===== config.mk =====
export PLATFORM = sky130hd
export DESIGN_NAME = seq_mul4
export DESIGN_NICKNAME = d
export VERILOG_FILES = /design/src/rtl/seq_mul4.sv
export SDC_FILE = /design/constraint.sdc
export NUM_CORES = 1
export LEC_CHECK = 0
export BUFFER_PORTS_ARGS = -buffer_cell sky130_fd_sc_hd__buf_2
export CORE_MARGIN = 2
export CORE_UTILIZATION = 51
export DETAILED_ROUTE_END_ITERATION = 12
export PLACE_DENSITY = 0.78
export SLEW_MARGIN = 10
export SYNTH_ARGS = -nofsm -noshare
export SYNTH_HDL_FRONTEND = slang
export SYNTH_SLANG_ARGS = --single-unit

===== constraint.sdc =====
create_clock -name clk -period 2.75 [get_ports clk]
set_clock_uncertainty 0.1 [all_clocks]
set_input_delay 0.275 -clock clk [delete_from_list [all_inputs] [get_ports clk]]
set_output_delay 0.275 -clock clk [all_outputs]
set_load 0.02 [all_outputs]

===== src/rtl/seq_mul4.sv =====
// Sequential shift-and-add unsigned multiplier.
// One partial-product add/shift per clock over a WIDTH-bit ripple adder.
module seq_mul4 #(
  parameter int WIDTH = 4
) (
  input  logic               clk,
  input  logic               rst,
  input  logic               start,
  input  logic [WIDTH-1:0]   a,
  input  logic [WIDTH-1:0]   b,
  output logic               busy,
  output logic               done,
  output logic [2*WIDTH-1:0] p
);

  localparam int CW = $clog2(WIDTH) + 1;

  typedef enum logic [1:0] {
    S_IDLE,
    S_RUN,
    S_DONE
  } state_t;

  state_t             r_state;
  logic [WIDTH-1:0]   r_mcand;
  logic [2*WIDTH-1:0] r_acc;
  logic [CW-1:0]      r_count;
  logic [2*WIDTH-1:0] r_p;

  logic [WIDTH-1:0]   w_addend;
  logic [WIDTH-1:0]   w_sum;
  logic [WIDTH:0]     w_carry;
  logic [2*WIDTH-1:0] w_acc_nxt;
  logic               w_last;

  assign w_carry[0] = 1'b0;

  // Addend mux and full-adder ripple chain over the upper half of acc.
  for (genvar i = 0; i < WIDTH; i++) begin : g_bit
    assign w_addend[i] = r_acc[0] ? r_mcand[i] : 1'b0;
    assign w_sum[i] = r_acc[WIDTH+i] ^ w_addend[i]
                    ^ w_carry[i];
    assign w_carry[i+1] =
        (r_acc[WIDTH+i] & w_addend[i])
      | (r_acc[WIDTH+i] & w_carry[i])
      | (w_addend[i] & w_carry[i]);
  end

  assign w_acc_nxt = {w_carry[WIDTH], w_sum,
                      r_acc[WIDTH-1:1]};
  assign w_last = (r_count == CW'(WIDTH - 1));

  always_ff @(posedge clk) begin
    if (rst) begin
      r_state <= S_IDLE;
      r_mcand <= '0;
      r_acc   <= '0;
      r_count <= '0;
      r_p     <= '0;
    end else begin
      unique case (r_state)
        S_IDLE: begin
          if (start) begin
            r_mcand <= a;
            r_acc   <= {{WIDTH{1'b0}}, b};
            r_count <= '0;
            r_state <= S_RUN;
          end
        end
        S_RUN: begin
          r_acc   <= w_acc_nxt;
          r_count <= r_count + 1'b1;
          if (w_last) begin
            r_p     <= w_acc_nxt;
            r_state <= S_DONE;
          end
        end
        S_DONE: r_state <= S_IDLE;
        default: r_state <= S_IDLE;
      endcase
    end
  end

  assign busy = (r_state == S_RUN);
  assign done = (r_state == S_DONE);
  assign p    = r_p;

endmodule


### Word level (Yosys, flattened, before mapping)

Cells that the tools add are included.

| word-level totals | value |
|---|---|
| logic and storage cells | 51 |
| output and inout port bits | 10 |
| input bits | 11 |
| register bits after elaboration | 25 |

| operators by class | value |
|---|---|
| reduce and logical (&&, ||, !) cells | 6 |
| equality and inequality tests | 5 |
| bitwise gates (word level) | 23 |
| mux-type cells | 11 |
| add/sub/neg operators | 1 |

Operator list:

| operator | number |
|---|---|
| one-hot mux 8 bit (2 select lines) | 1 |
| bitwise AND 1 bit | 10 |
| 2-to-1 mux 8 bit | 1 |
| AND reduction 2 bit | 4 |
| bitwise XOR 1 bit | 7 |
| bitwise OR 1 bit | 6 |
| one-hot mux 3 bit (2 select lines) | 1 |
| 2-to-1 mux 1 bit | 4 |
| 2-to-1 mux 2 bit | 2 |
| one-hot mux 2 bit (2 select lines) | 1 |
| adder 3 x 1 -> 3 bit, second input constant | 1 |
| == test 3 x 2 -> 1 bit, second input constant | 1 |
| 2-to-1 mux 3 bit | 1 |
| == test 2 x 1 -> 1 bit, second input constant | 1 |
| == test 2 bit, second input constant | 1 |
| zero test 2 bit | 1 |
| != test 2 x 1 -> 1 bit, second input constant | 1 |
| != test 2 bit, second input constant | 1 |
| nonzero test 2 bit | 1 |

### Depth between registers and ports, before layout

Gate-level depths: netlist of the first run.

| depth | value |
|---|---|
| word-level depth | 12 |
| depth in mapped cells | 10 |

### Least setup slack after synthesis of the first run

Ideal clock, no wire load.

| timing path | value |
|---|---|
| path kind | reg-to-reg |
| start point | register r_acc[0] |
| end point | register r_acc[6] |
| data required time | 2.522 ns |
| arrival | 1.916 ns |
| clock period less this slack | 2.144 ns |
| setup time | 0.128 ns |
| slack | 0.606 ns |
| stages on the path, launching flop included | 11 |
| cells stage by stage | dfxtp_1 -> and2_1 -> ha_1 -> inv_1 -> fa_1 -> inv_1 -> fa_1 -> inv_1 -> fa_1 -> a2bb2oi_1 -> nor2_1 |

| on the way | value |
|---|---|
| longest elaborated chain between the ends | 10 |
| elaborated cells between the ends (all ways) | 18 |

RTL lines:

| what | line | text |
|---|---|---|
| from (decl) | 26 | `logic [2*WIDTH-1:0] r_acc;` |
| from (signal assigned) | 65 | `r_acc <= {{WIDTH{1'b0}}, b};` |
| from (signal assigned) | 71 | `r_acc <= w_acc_nxt;` |
| 2-to-1 mux 1 bit | 40 | `assign w_addend[i] = r_acc[0] ? r_mcand[i] : 1'b0;` |
| bitwise AND 1 bit | 44 | `(r_acc[WIDTH+i] & w_addend[i])` |
| bitwise AND 1 bit | 45 | `\| (r_acc[WIDTH+i] & w_carry[i])` |
| bitwise OR 1 bit | 45 |  |
| bitwise OR 1 bit | 46 | `\| (w_addend[i] & w_carry[i]);` |
| bitwise AND 1 bit | 45 |  |
| bitwise OR 1 bit | 45 |  |
| bitwise OR 1 bit | 46 |  |
| bitwise XOR 1 bit (*) | 42 | `^ w_carry[i];` |
| one-hot mux 8 bit (2 select lines) (*) | 61 | `unique case (r_state)` |

Mark *: on every way between the ends. The rest lies on a longest branch, timed or not.
A chain may end at the register's enable or synchronous reset.

### Worst setup path after layout of the first run

Same ends and word-level chain as after synthesis.

==> results.ini, run 1 <==
[cells_and_area]
nNetsFinal = 157
area_growth_pct = 11.0
fillers = 184
drive_above_1_share = 0.165
final_util = 0.610
layout_common_cells = 25 x dfxtp_1, 20 x buf_2, 16 x nand2_1
diodes = 0
layout_commonest_cell = dfxtp_1

[critical_path]
critPathKind = reg -> reg
critPathLaunchType = register
regToRegStartpoint = r_acc[0]$_SDFFE_PP0P_
crit_required_ns = 2.85
endpoint_kind = register
worst-path-max-fanout = 5
max_stage_delay_ns = 0.50
crit_start = r_acc[0]$_SDFFE_PP0P_
crit_chain = and2_1, ha_1, inv_1, fa_1, inv_1, fa_1, inv_1, fa_1, a2bb2oi_1, nor2_1
cp_data_arrival_time_ns = 2.38
critPathSlowestCell = fa_1

[drt]
vias = 837
dr.pass1.iters = 4
wl_met1_um = 923
routed-wl-met3_um = 68
wl_per_cell_um = 11.1
drt_iter0_drc = 12
routed.top_layer = met4
postRouteWirelength_um = 1840
drc = 0
ant_nets = 0
dr_wl_met2_um = 819
avgViaCountPerCell = 5.04

[sta]
drv_slew = 0
setup_viol = 0
timing.fmax_mhz = 440
whs_ns = 0.0824
fin_crit_sh = 0.826
relSlewSlack = 0.629
hold_violations = 0
min_period_ns = 2.27
rsz0062_at_grt = no
worst_pin_slew_ns = 0.556
fin_setup_tns_ns = 0
postLayoutSetupSlackWorst_ns = 0.478

[outcome]
outcome = complete, no violations

[synth]
seq_area_frac_synth = 0.459
synthCells = 122
yosys_warnings = 0
synth_area_um2 = 1090
synthesis.nets = 139
synth_top_cell_by_area = dfxtp_1
synth_seq_cells = 25
synth_top_area_frac = 0.459
synth.area.top_cells = dfxtp_1 46%, fa_1 5.5%, nand2_1 5.5%, nor2_1 5.2%, a21oi_1 5.1%
synth.avg_cell_area_um2 = 8.93
synthDistinctLibCells = 25

[floorplanning]
coreArea_um2 = 1980
die_h_um = 50.2
initial_utilization = 0.550
num_rows = 16
die_area_um2 = 2520
dieWidth_um = 50.2
ios = 21

[place]
io_buffers = 20
post-place-ws_ns = 0.484
place_congestion = 0.789
dp_hpwl_um = 1350

[clock_tree]
cts_buffers = 3
post_cts_resized = 0
cts_tree = built
post_cts_buffers = 0
clkLatencyLatePin_ns = 0.31
clockBufferDepth = 2
cts.sinks = 25
root_buffer = clkbuf_4
clk_pin_slew_ns = 0.12
hold_buffers = 0
htree_num_levels = 1

[hold_path]
hold_class = in -> reg
hp-start = a[3]

[power]
p_per_area_nw_per_um2 = 493
ir_worst_vdd_v = 0.000265
power_leakage_nw = 0.504

[global_route]
grt_first_pass_wirelength_um = 3180
grt_use_total = 0.162
grt_pass1_vias = 736
grt_max_degree = 26
overflow = 0
antenna_found_initial = 0

[run]
maxCapViolations = 0

-- final cells by class --
class                      count  area, um^2  share of cell area
clock buffer                   4        26.3              0.0217
inverter                       9        33.8              0.0279
tap                           27        33.8              0.0279
timing repair buffer          20         100              0.0827
multi-input combinational     81         515               0.426
sequential                    25         500               0.414
-- cells by family after synthesis --
group	synth area share
flip-flops	0.459
AND/OR/NAND/NOR	0.168
buffers and inverters	0.0677
AO/OA/AOI/OAI	0.170
multiplexers	0.0459
adder cells (fa/ha/maj)	0.0896
-- flip-flops by register name (all words and copies together), names as in the netlist --
signal   cells
r_mcand      4
r_state      2
r_count      3
r_acc        8
p            8
-- layer usage --
metal / up-vias / GRT usage
li1: 439 / -
met1: 378 / 0.236
met2: 17 / 0.237
met3: 3 / 0.0179
met4: 0 / 0.0833
met5: - / 0
-- synthesized netlist by cell type --
master,instances
nand2_1,16
a21oi_1,11
o21a_1,1
inv_1,9
fa_1,3
and2_1,2
buf_2,2
nor2_1,15
o21ai_0,4
o21bai_1,1
a211oi_1,6
ha_1,3
nor2b_1,2
clkbuf_1,3
dfxtp_1,25
buf_6,1
nand3b_1,1
a22oi_1,2
nor3b_1,1
mux2i_1,5
a2bb2oi_1,4
and3b_1,1
buf_4,1
nand2b_1,2
nor3_1,1
-- critical path: cells and delay by family, from the launching register on --
| kind | cells | cell delay, ns |
|---|---|---|
| adders and majority gates | 4 | 1.14 |
| DFF | 1 | 0.40 |
| and+or+nand+nor | 2 | 0.20 |
| AOI/OAI and AO/OA | 1 | 0.17 |
| buffers and inverters | 3 | 0.16 |
-- worst paths after layout --
kind	endpoint	slack [ns]	cells after the start
max	r_acc[6]$_SDFFE_PP0P_	0.48	10
min	r_mcand[3]$_SDFFE_PP0P_	0.08	3
max reg2reg	r_acc[6]$_SDFFE_PP0P_	0.48	10
min reg2reg	p[2]$_SDFFE_PP0P_	0.36	2
-- report_power, final --
part	internal (mW)	total (mW)	switching, mW
logic	0.0234	0.0535	0.0301
clock network	0.0567	0.159	0.102
registers	0.374	0.384	0.0103
-- per-stage QoR --
step                std cells  instance area, um^2  power (mW)
floorplan                 122                 1090       0.432
global placement          162                 1180       0.444
detailed placement        162                 1180       0.446
CTS                       166                 1210       0.606
global route              166                 1210       0.626
finish                    166                 1210       0.596
Note: power is estimated with default switching activity, not from simulation.
==> inputs of run 2 (changes only) <==
- ABC_AREA: default -> 1
- CORE_UTILIZATION: 51 -> 48
- PLACE_DENSITY: 0.78 -> 0.77
- clock period: 2.75 -> 2 ns (I/O delays scaled with it)
==> run 2 against run 1 <==
Against the previous run:
- the run now ends with negative setup slack left
- non-clock buffer count grew 2
- fmax grew 4.0%
- worst setup slack lost 0.66 ns
- routed wire length grew 17%
- sequential power grew 38%
- first-iteration DRC count shrank 25%
- critical endpoint unchanged
- largest cell class unchanged
- largest power group unchanged
==> results.ini, run 2 <==
[power]
power.switching_mw = 0.223  ; was 0.143 mW
ir_worst_vdd_v = 0.000455  ; was 0.000265 V
totalPowerFinal_mw = 0.854  ; was 0.596 mW
p_clk_frac = 0.260  ; was 0.266
p_per_area_nw_per_um2 = 668  ; was 493 nW/um^2
power_frac_seq = 0.620  ; was 0.644
p_comb_frac = 0.120  ; was 0.090
power_leakage_nw = 0.578  ; was 0.504 nW
p_int_mw = 0.631  ; was 0.454 mW
swShare = 0.261  ; was 0.239

[place]
io_buffers = 20  ; unchanged
post-place-ws_ns = -0.208  ; was 0.484 ns
place_congestion = 0.799  ; was 0.789
dpl_cell_area_um2 = 1240  ; was 1180 um^2
dp_cells = 187  ; was 162
dp_hpwl_um = 1560  ; was 1350 um

[synth]
synthMostInstantiatedCell = dfxtp_1  ; unchanged
synth_common_cells = 25 x dfxtp_1, 19 x nand2_1, 19 x nand3_1, 19 x nor2_1, 16 x inv_1  ; was 25 x dfxtp_1, 16 x nand2_1, 15 x nor2_1, 11 x a21oi_1, 9 x inv_1
synth_edf_count = 0  ; unchanged
synthDistinctLibCells = 20  ; was 25
ys.flop_type = dfxtp_1  ; unchanged
synth.area.top_cells = dfxtp_1 45%, nand3_1 8.5%, nand2_1 6.4%, nor2_1 6.4%, fa_1 5.4%  ; was dfxtp_1 46%, fa_1 5.5%, nand2_1 5.5%, nor2_1 5.2%, a21oi_1 5.1%
synthCells = 143  ; was 122
synth_seq_cells = 25  ; unchanged
yosys_warnings = 0  ; unchanged
async_flop_share = 0  ; unchanged
synth.avg_cell_area_um2 = 7.85  ; was 8.93 um^2
synth_top_cell_by_area = dfxtp_1  ; unchanged
synth_area_um2 = 1120  ; was 1090 um^2
synth_top_area_frac = 0.446  ; was 0.459
synthesis.nets = 160  ; was 139
seq_area_frac_synth = 0.446  ; was 0.459

[global_route]
antenna_found_initial = 0  ; unchanged
grt_use_total = 0.177  ; was 0.162
grt_max_degree = 19  ; was 26
overflow = 0  ; unchanged
grt_pass1_vias = 895  ; was 736
grt_first_pass_wirelength_um = 3620  ; was 3180 um

[cells_and_area]
layout_common_cells = 23 x dfxtp_1, 20 x buf_2, 19 x nand2_1, 19 x nor2_1, 19 x nand3_1  ; was 25 x dfxtp_1, 20 x buf_2, 16 x nand2_1
multi_input_area_um2 = 527  ; was 515 um^2
fillers = 212  ; was 184
stdcell_area_um2 = 1280  ; was 1210 um^2
regArea_um2 = 503  ; was 500 um^2
area_growth_pct = 13.9  ; was 11.0%
diodes = 0  ; unchanged
nNetsFinal = 182  ; was 157
drive_above_1_share = 0.287  ; was 0.165
layout_commonest_cell = dfxtp_1  ; unchanged
stdcell_count = 192  ; was 166
final_util = 0.578  ; was 0.610

[clock_tree]
clockBufferDepth = 2  ; unchanged
cts_buffers = 3  ; unchanged
htree_num_levels = 1  ; unchanged
root_buffer = clkbuf_4  ; unchanged
cts.sinks = 25  ; unchanged
clk_pin_slew_ns = 0.14  ; was 0.12 ns
clkLatencyLatePin_ns = 0.31  ; about the same
cts_tree = built  ; unchanged

[critical_path]
critPathBufInv = 4  ; was 3
crit_chain = nand2_1, inv_1, ha_2, inv_2, fa_2, inv_2, fa_2, inv_2, fa_2, or2_4, a21oi_2  ; was and2_1, ha_1, inv_1, fa_1, inv_1, fa_1, inv_1, fa_1, a2bb2oi_1, nor2_1
rr_worst_depth = 11  ; was 10
crit_required_ns = 2.16  ; was 2.85 ns
worst-path-max-fanout = 2  ; was 5
crit_family = adder cells  ; unchanged
cp_data_arrival_time_ns = 2.35  ; was 2.38 ns
critPathSlowestCell = fa_2  ; was fa_1
max_stage_delay_ns = 0.43  ; was 0.50 ns
critPathKind = reg -> reg  ; unchanged
critPathLaunchType = register  ; unchanged
endpoint_kind = register  ; unchanged
worst-path-stages = 11  ; was 10

[drt]
drc = 0  ; unchanged
ant_nets = 0  ; unchanged
postRouteWirelength_um = 2150  ; was 1840 um
vias = 950  ; was 837
wl_per_cell_um = 11.2  ; was 11.1 um
drt_iter0_drc = 9  ; was 12
avgViaCountPerCell = 4.95  ; was 5.04
dr.pass1.iters = 4  ; unchanged

[sta]
setup_viol = 3  ; was 0
rsz0062_at_grt = yes  ; was no
min_period_ns = 2.18  ; was 2.27 ns
relSlewSlack = 0.709  ; was 0.629
worst_pin_slew_ns = 0.435  ; was 0.556 ns
fin_setup_tns_ns = -0.403  ; was 0 ns
hold_violations = 0  ; unchanged
timing.fmax_mhz = 458  ; was 440 MHz
fin_crit_sh = 1.09  ; was 0.826
drv_slew = 0  ; unchanged
postLayoutSetupSlackWorst_ns = -0.185  ; was 0.478 ns
whs_ns = 0.0188  ; was 0.0824 ns

[floorplanning]
num_rows = 17  ; was 16
die_h_um = 52.4  ; was 50.2 um
coreArea_um2 = 2210  ; was 1980 um^2
initial_utilization = 0.507  ; was 0.550
ios = 21  ; unchanged
dieWidth_um = 52.4  ; was 50.2 um
die_area_um2 = 2740  ; was 2520 um^2

[hold_path]
hold_class = in -> reg  ; unchanged
whs_path_depth = 3  ; unchanged

[run]
maxCapViolations = 0  ; unchanged

[outcome]
outcome = finished, violations left  ; was complete, no violations
violations = negative setup slack

-- run 2: cell types whose count changed in the layout (fill, tap and decap cells not counted), moves of 3 or more --
cell,previous run,this run
fa_1,3,0
a21oi_1,11,7
fa_2,0,3
mux2i_1,5,0
o21ai_1,0,3
nand3_1,0,19
inv_2,0,6
a2bb2oi_1,4,0
inv_1,9,13
o21ai_0,4,8
nor2_1,15,19
nand2_1,16,19
a211oi_1,6,0
-- run 2: final cells by class --
class	instances	share of cell area
clock buffer	3	0.0176
clock inverter	1	0.00391
inverter	19	0.0558
multi-input combinational	94	0.412
sequential	25	0.393
tap	28	0.0274
timing repair buffer	22	0.0900
-- run 2: worst reg2reg max path, delay by kind of cell (launching register included) --
family | cells | cell delay (ns)
AOI/OAI and AO/OA | 1 | 0.12
adders and majority gates | 4 | 1.10
buffers and inverters | 4 | 0.20
DFF | 1 | 0.35
and+or+nand+nor | 2 | 0.29
-- run 2: timing repair --
action | CTS | global route
gates cloned | 0 | 0
buffers inserted | 0 | 1
pin swaps | 3 | 3
hold buffers | 0 | 0
setup endpoints to repair | 3 | 4
gates resized for setup | 2 | 2
-- run 2: power by group through the flow --
stage | Clock (mW) | Sequential, mW | Combinational, mW
after CTS | 0.230 | 0.529 | 0.102
after global placement | 0 | 0.539 | 0.0982
after floorplan | 0 | 0.539 | 0.0794
after detailed placement | 0 | 0.540 | 0.100
after global routing | 0.245 | 0.531 | 0.118
final | 0.222 | 0.529 | 0.102
-- run 2: logic make-up after synthesis --
| group | Yosys count | share of synthesized area |
|---|---|---|
| AND/OR/NAND/NOR | 69 | 0.281 |
| flip-flops | 25 | 0.446 |
| buffers and inverters | 24 | 0.101 |
| AO/OA/AOI/OAI | 19 | 0.0847 |
| adder cells (fa/ha/maj) | 6 | 0.0870 |
-- run 2: worst paths after layout --
kind | from | end | slack, ns
min | b[1] | r_acc[1]$_SDFFE_PP0P_ | 0.02
max reg2reg | r_acc[0]$_SDFFE_PP0P_ | r_acc[6]$_SDFFE_PP0P_ | -0.18
max | r_acc[0]$_SDFFE_PP0P_ | r_acc[6]$_SDFFE_PP0P_ | -0.18
min reg2reg | p[5]$_SDFFE_PP0P_ | p[5]$_SDFFE_PP0P_ | 0.38
-- run 2: routing by layer --
metal | vias up | GRT usage | part of all wire
li1 | 497 | - | -
met1 | 435 | 0.220 | 0.46
met2 | 16 | 0.298 | 0.50
met3 | 2 | 0.0343 | 0.033
met4 | 0 | 0.0769 | 0.0075
met5 | - | 0 | 0
==> inputs of run 3 (changes only) <==
- ABC_AREA: 1 -> default
- CORE_UTILIZATION: 48 -> 51
- PLACE_DENSITY: 0.77 -> 0.78
- TNS_END_PERCENT: default -> 1
- clock period: 2 -> 2.3 ns (I/O delays scaled with it)
==> run 3 against run 2 <==
Against the previous run:
- the flow now finishes without violations
- final cell count down 13%
- non-clock buffer count down 1
- global-route usage down 1.5 points
- highest routed layer unchanged
- die area down 8.0%
- via count down 9.8%
- critical endpoint unchanged
- register-to-register slack better by 0.26 ns
- first-iteration DRC count up 11%
- critical path depth down 1
- flip-flop and latch count unchanged
- total power down 16%
- worst setup slack better by 0.26 ns
==> results.ini, run 3 (synthesis results as in run 1) <==
[floorplanning]
num_rows = 16  ; was 17
ios = 21  ; unchanged
die_h_um = 50.2  ; was 52.4 um
dieWidth_um = 50.2  ; was 52.4 um
coreArea_um2 = 1980  ; was 2210 um^2
die_area_um2 = 2520  ; was 2740 um^2
initial_utilization = 0.550  ; was 0.507

[critical_path]
regToRegStartpoint = r_acc[0]$_SDFFE_PP0P_  ; unchanged
rrSetupSlack_ns = 0.08  ; was -0.18 ns
critPathSlowestCell = fa_1  ; was fa_2
critPathBufInv = 3  ; was 4
crit_required_ns = 2.40  ; was 2.16 ns
cp_data_arrival_time_ns = 2.33  ; was 2.35 ns
r2r-end = r_acc[6]$_SDFFE_PP0P_  ; unchanged
max_stage_delay_ns = 0.50  ; was 0.43 ns
worst-path-max-fanout = 3  ; was 2
crit_chain = and2_1, ha_1, inv_1, fa_1, inv_1, fa_1, inv_1, fa_1, a2bb2oi_1, nor2_1  ; was nand2_1, inv_1, ha_2, inv_2, fa_2, inv_2, fa_2, inv_2, fa_2, or2_4, a21oi_2
endpoint_kind = register  ; unchanged
critPathKind = reg -> reg  ; unchanged
rr_worst_depth = 10  ; was 11
critPathLaunchType = register  ; unchanged
crit_family = adder cells  ; unchanged

[place]
post-place-ws_ns = 0.0344  ; was -0.208 ns
io_buffers = 20  ; unchanged
place_congestion = 0.789  ; was 0.799
dp_hpwl_um = 1350  ; was 1560 um

[outcome]
outcome = complete, no violations  ; was finished, violations left

[sta]
hold_violations = 0  ; unchanged
rsz0062_at_grt = yes  ; unchanged
drv_slew = 0  ; unchanged
fin_setup_tns_ns = 0  ; was -0.403 ns
worst_pin_slew_ns = 0.550  ; was 0.435 ns
min_period_ns = 2.22  ; was 2.18 ns
relSlewSlack = 0.632  ; was 0.709
postLayoutSetupSlackWorst_ns = 0.0772  ; was -0.185 ns
timing.fmax_mhz = 450  ; was 458 MHz
fin_crit_sh = 0.966  ; was 1.09
setup_viol = 0  ; was 3

[clock_tree]
clkLatencyLatePin_ns = 0.31  ; about the same
clockBufferDepth = 2  ; unchanged
root_buffer = clkbuf_4  ; unchanged
cts.sinks = 25  ; unchanged
cts_buffers = 3  ; unchanged
clk_pin_slew_ns = 0.13  ; was 0.14 ns
cts_tree = built  ; unchanged
htree_num_levels = 1  ; unchanged

[drt]
drt_iter0_drc = 10  ; was 9
drc = 0  ; unchanged
wl_per_cell_um = 11.1  ; was 11.2 um
dr.pass1.iters = 4  ; unchanged
ant_nets = 0  ; unchanged
vias = 857  ; was 950
postRouteWirelength_um = 1850  ; was 2150 um
avgViaCountPerCell = 5.13  ; was 4.95

[cells_and_area]
diodes = 0  ; unchanged
layout_common_cells = 23 x dfxtp_1, 20 x buf_2, 16 x nand2_1  ; was 23 x dfxtp_1, 20 x buf_2, 19 x nand2_1, 19 x nor2_1, 19 x nand3_1
nNetsFinal = 158  ; was 182
drive_above_1_share = 0.186  ; was 0.287
final_util = 0.616  ; was 0.578
layout_commonest_cell = dfxtp_1  ; unchanged
area_growth_pct = 11.9  ; was 13.9%
fillers = 183  ; was 212

[hold_path]
whs_path_depth = 3  ; unchanged
hold_end = r_mcand[0]$_SDFFE_PP0P_  ; was r_acc[1]$_SDFFE_PP0P_
hp-start = a[0]  ; was b[1]
hold_class = in -> reg  ; unchanged

[global_route]
antenna_found_initial = 0  ; unchanged
grt_use_total = 0.162  ; was 0.177
grt_pass1_vias = 736  ; was 895
overflow = 0  ; unchanged
grt_max_degree = 26  ; was 19
grt_first_pass_wirelength_um = 3180  ; was 3620 um

[power]
power_leakage_nw = 0.510  ; was 0.578 nW
p_per_area_nw_per_um2 = 588  ; was 668 nW/um^2
ir_worst_vdd_v = 0.000320  ; was 0.000455 V

[run]
maxCapViolations = 0  ; unchanged

-- run 3: changes by cell type in the layout (fill, tap and decap cells not counted), sizes merged, moves of 3 or more --
cell,delta
nand3,-19
a21oi,+3
nand2,-5
o21ai,-7
or2,-4
inv,-10
nor2,-6
a2bb2oi,+4
mux2i,+5
a211oi,+6
-- run 3: worst reg2reg max path, stage by stage, from the launching register on --
cell and delay [ns]:
dfxtp_2 0.36, and2_1 0.13, ha_1 0.13, inv_1 0.04, fa_1 0.35, inv_1 0.07, fa_1 0.15, inv_1 0.05
fa_1 0.50, a2bb2oi_1 0.17, nor2_1 0.05
-- run 3: area by class of cell --
class                      instances  area [um^2]  area share
clock buffer                       4         26.3      0.0215
inverter                           9         33.8      0.0277
multi-input combinational         81          515       0.423
sequential                        25          503       0.412
tap                               27         33.8      0.0277
timing repair buffer              21          108      0.0882
-- run 3: worst max-delay path by stage --
stage | to | startpoint | slack (ns) | cells after the start
after global placement | r_acc[6]$_SDFFE_PP0P_ | r_acc[0]$_SDFFE_PP0P_ | 0.11 | 10
after floorplan | r_acc[6]$_SDFFE_PP0P_ | r_acc[0]$_SDFFE_PP0P_ | 0.16 | 10
after global routing | r_acc[6]$_SDFFE_PP0P_ | r_acc[0]$_SDFFE_PP0P_ | -0.04 | 10
final | r_acc[6]$_SDFFE_PP0P_ | r_acc[0]$_SDFFE_PP0P_ | 0.08 | 10
after CTS | r_acc[6]$_SDFFE_PP0P_ | r_acc[0]$_SDFFE_PP0P_ | 0.02 | 10
after detailed placement | r_acc[6]$_SDFFE_PP0P_ | r_acc[0]$_SDFFE_PP0P_ | 0.03 | 10
-- run 3: where the power goes --
| group | switching (mW) | internal, mW | total [mW] |
|---|---|---|---|
| logic | 0.0366 | 0.0297 | 0.0663 |
| clock network | 0.124 | 0.0678 | 0.192 |
| registers | 0.0119 | 0.447 | 0.459 |
-- run 3: repair_timing --
item / 4_1_cts / 5_1_grt
hold buffers: 0 / 0
hold endpoints to repair: 0 / 0
gates resized for setup: 0 / 2
setup endpoints to repair: 0 / 2
setup buffers: 0 / 1
-- run 3: routing by layer --
layer  global-route usage  wire length (um)  vias to the layer above
met2                0.237               833                       19
met3               0.0179                75                        3
li1                     -                 -                      442
met5                    0                 0                        -
met1                0.236               905                      393
met4               0.0833                32                        0
-- run 3: per-stage QoR --
step,total power [mW],hold slack [ns],instance area [um^2],instances
6_report,0.717,0.0304,1220,167
5_1_grt,0.751,0.0384,1220,167
4_1_cts,0.724,0.0258,1210,166
3_5_place_dp,0.533,0.347,1180,162
3_3_place_gp,0.530,0.341,1180,162
2_1_floorplan,0.516,0.266,1090,122
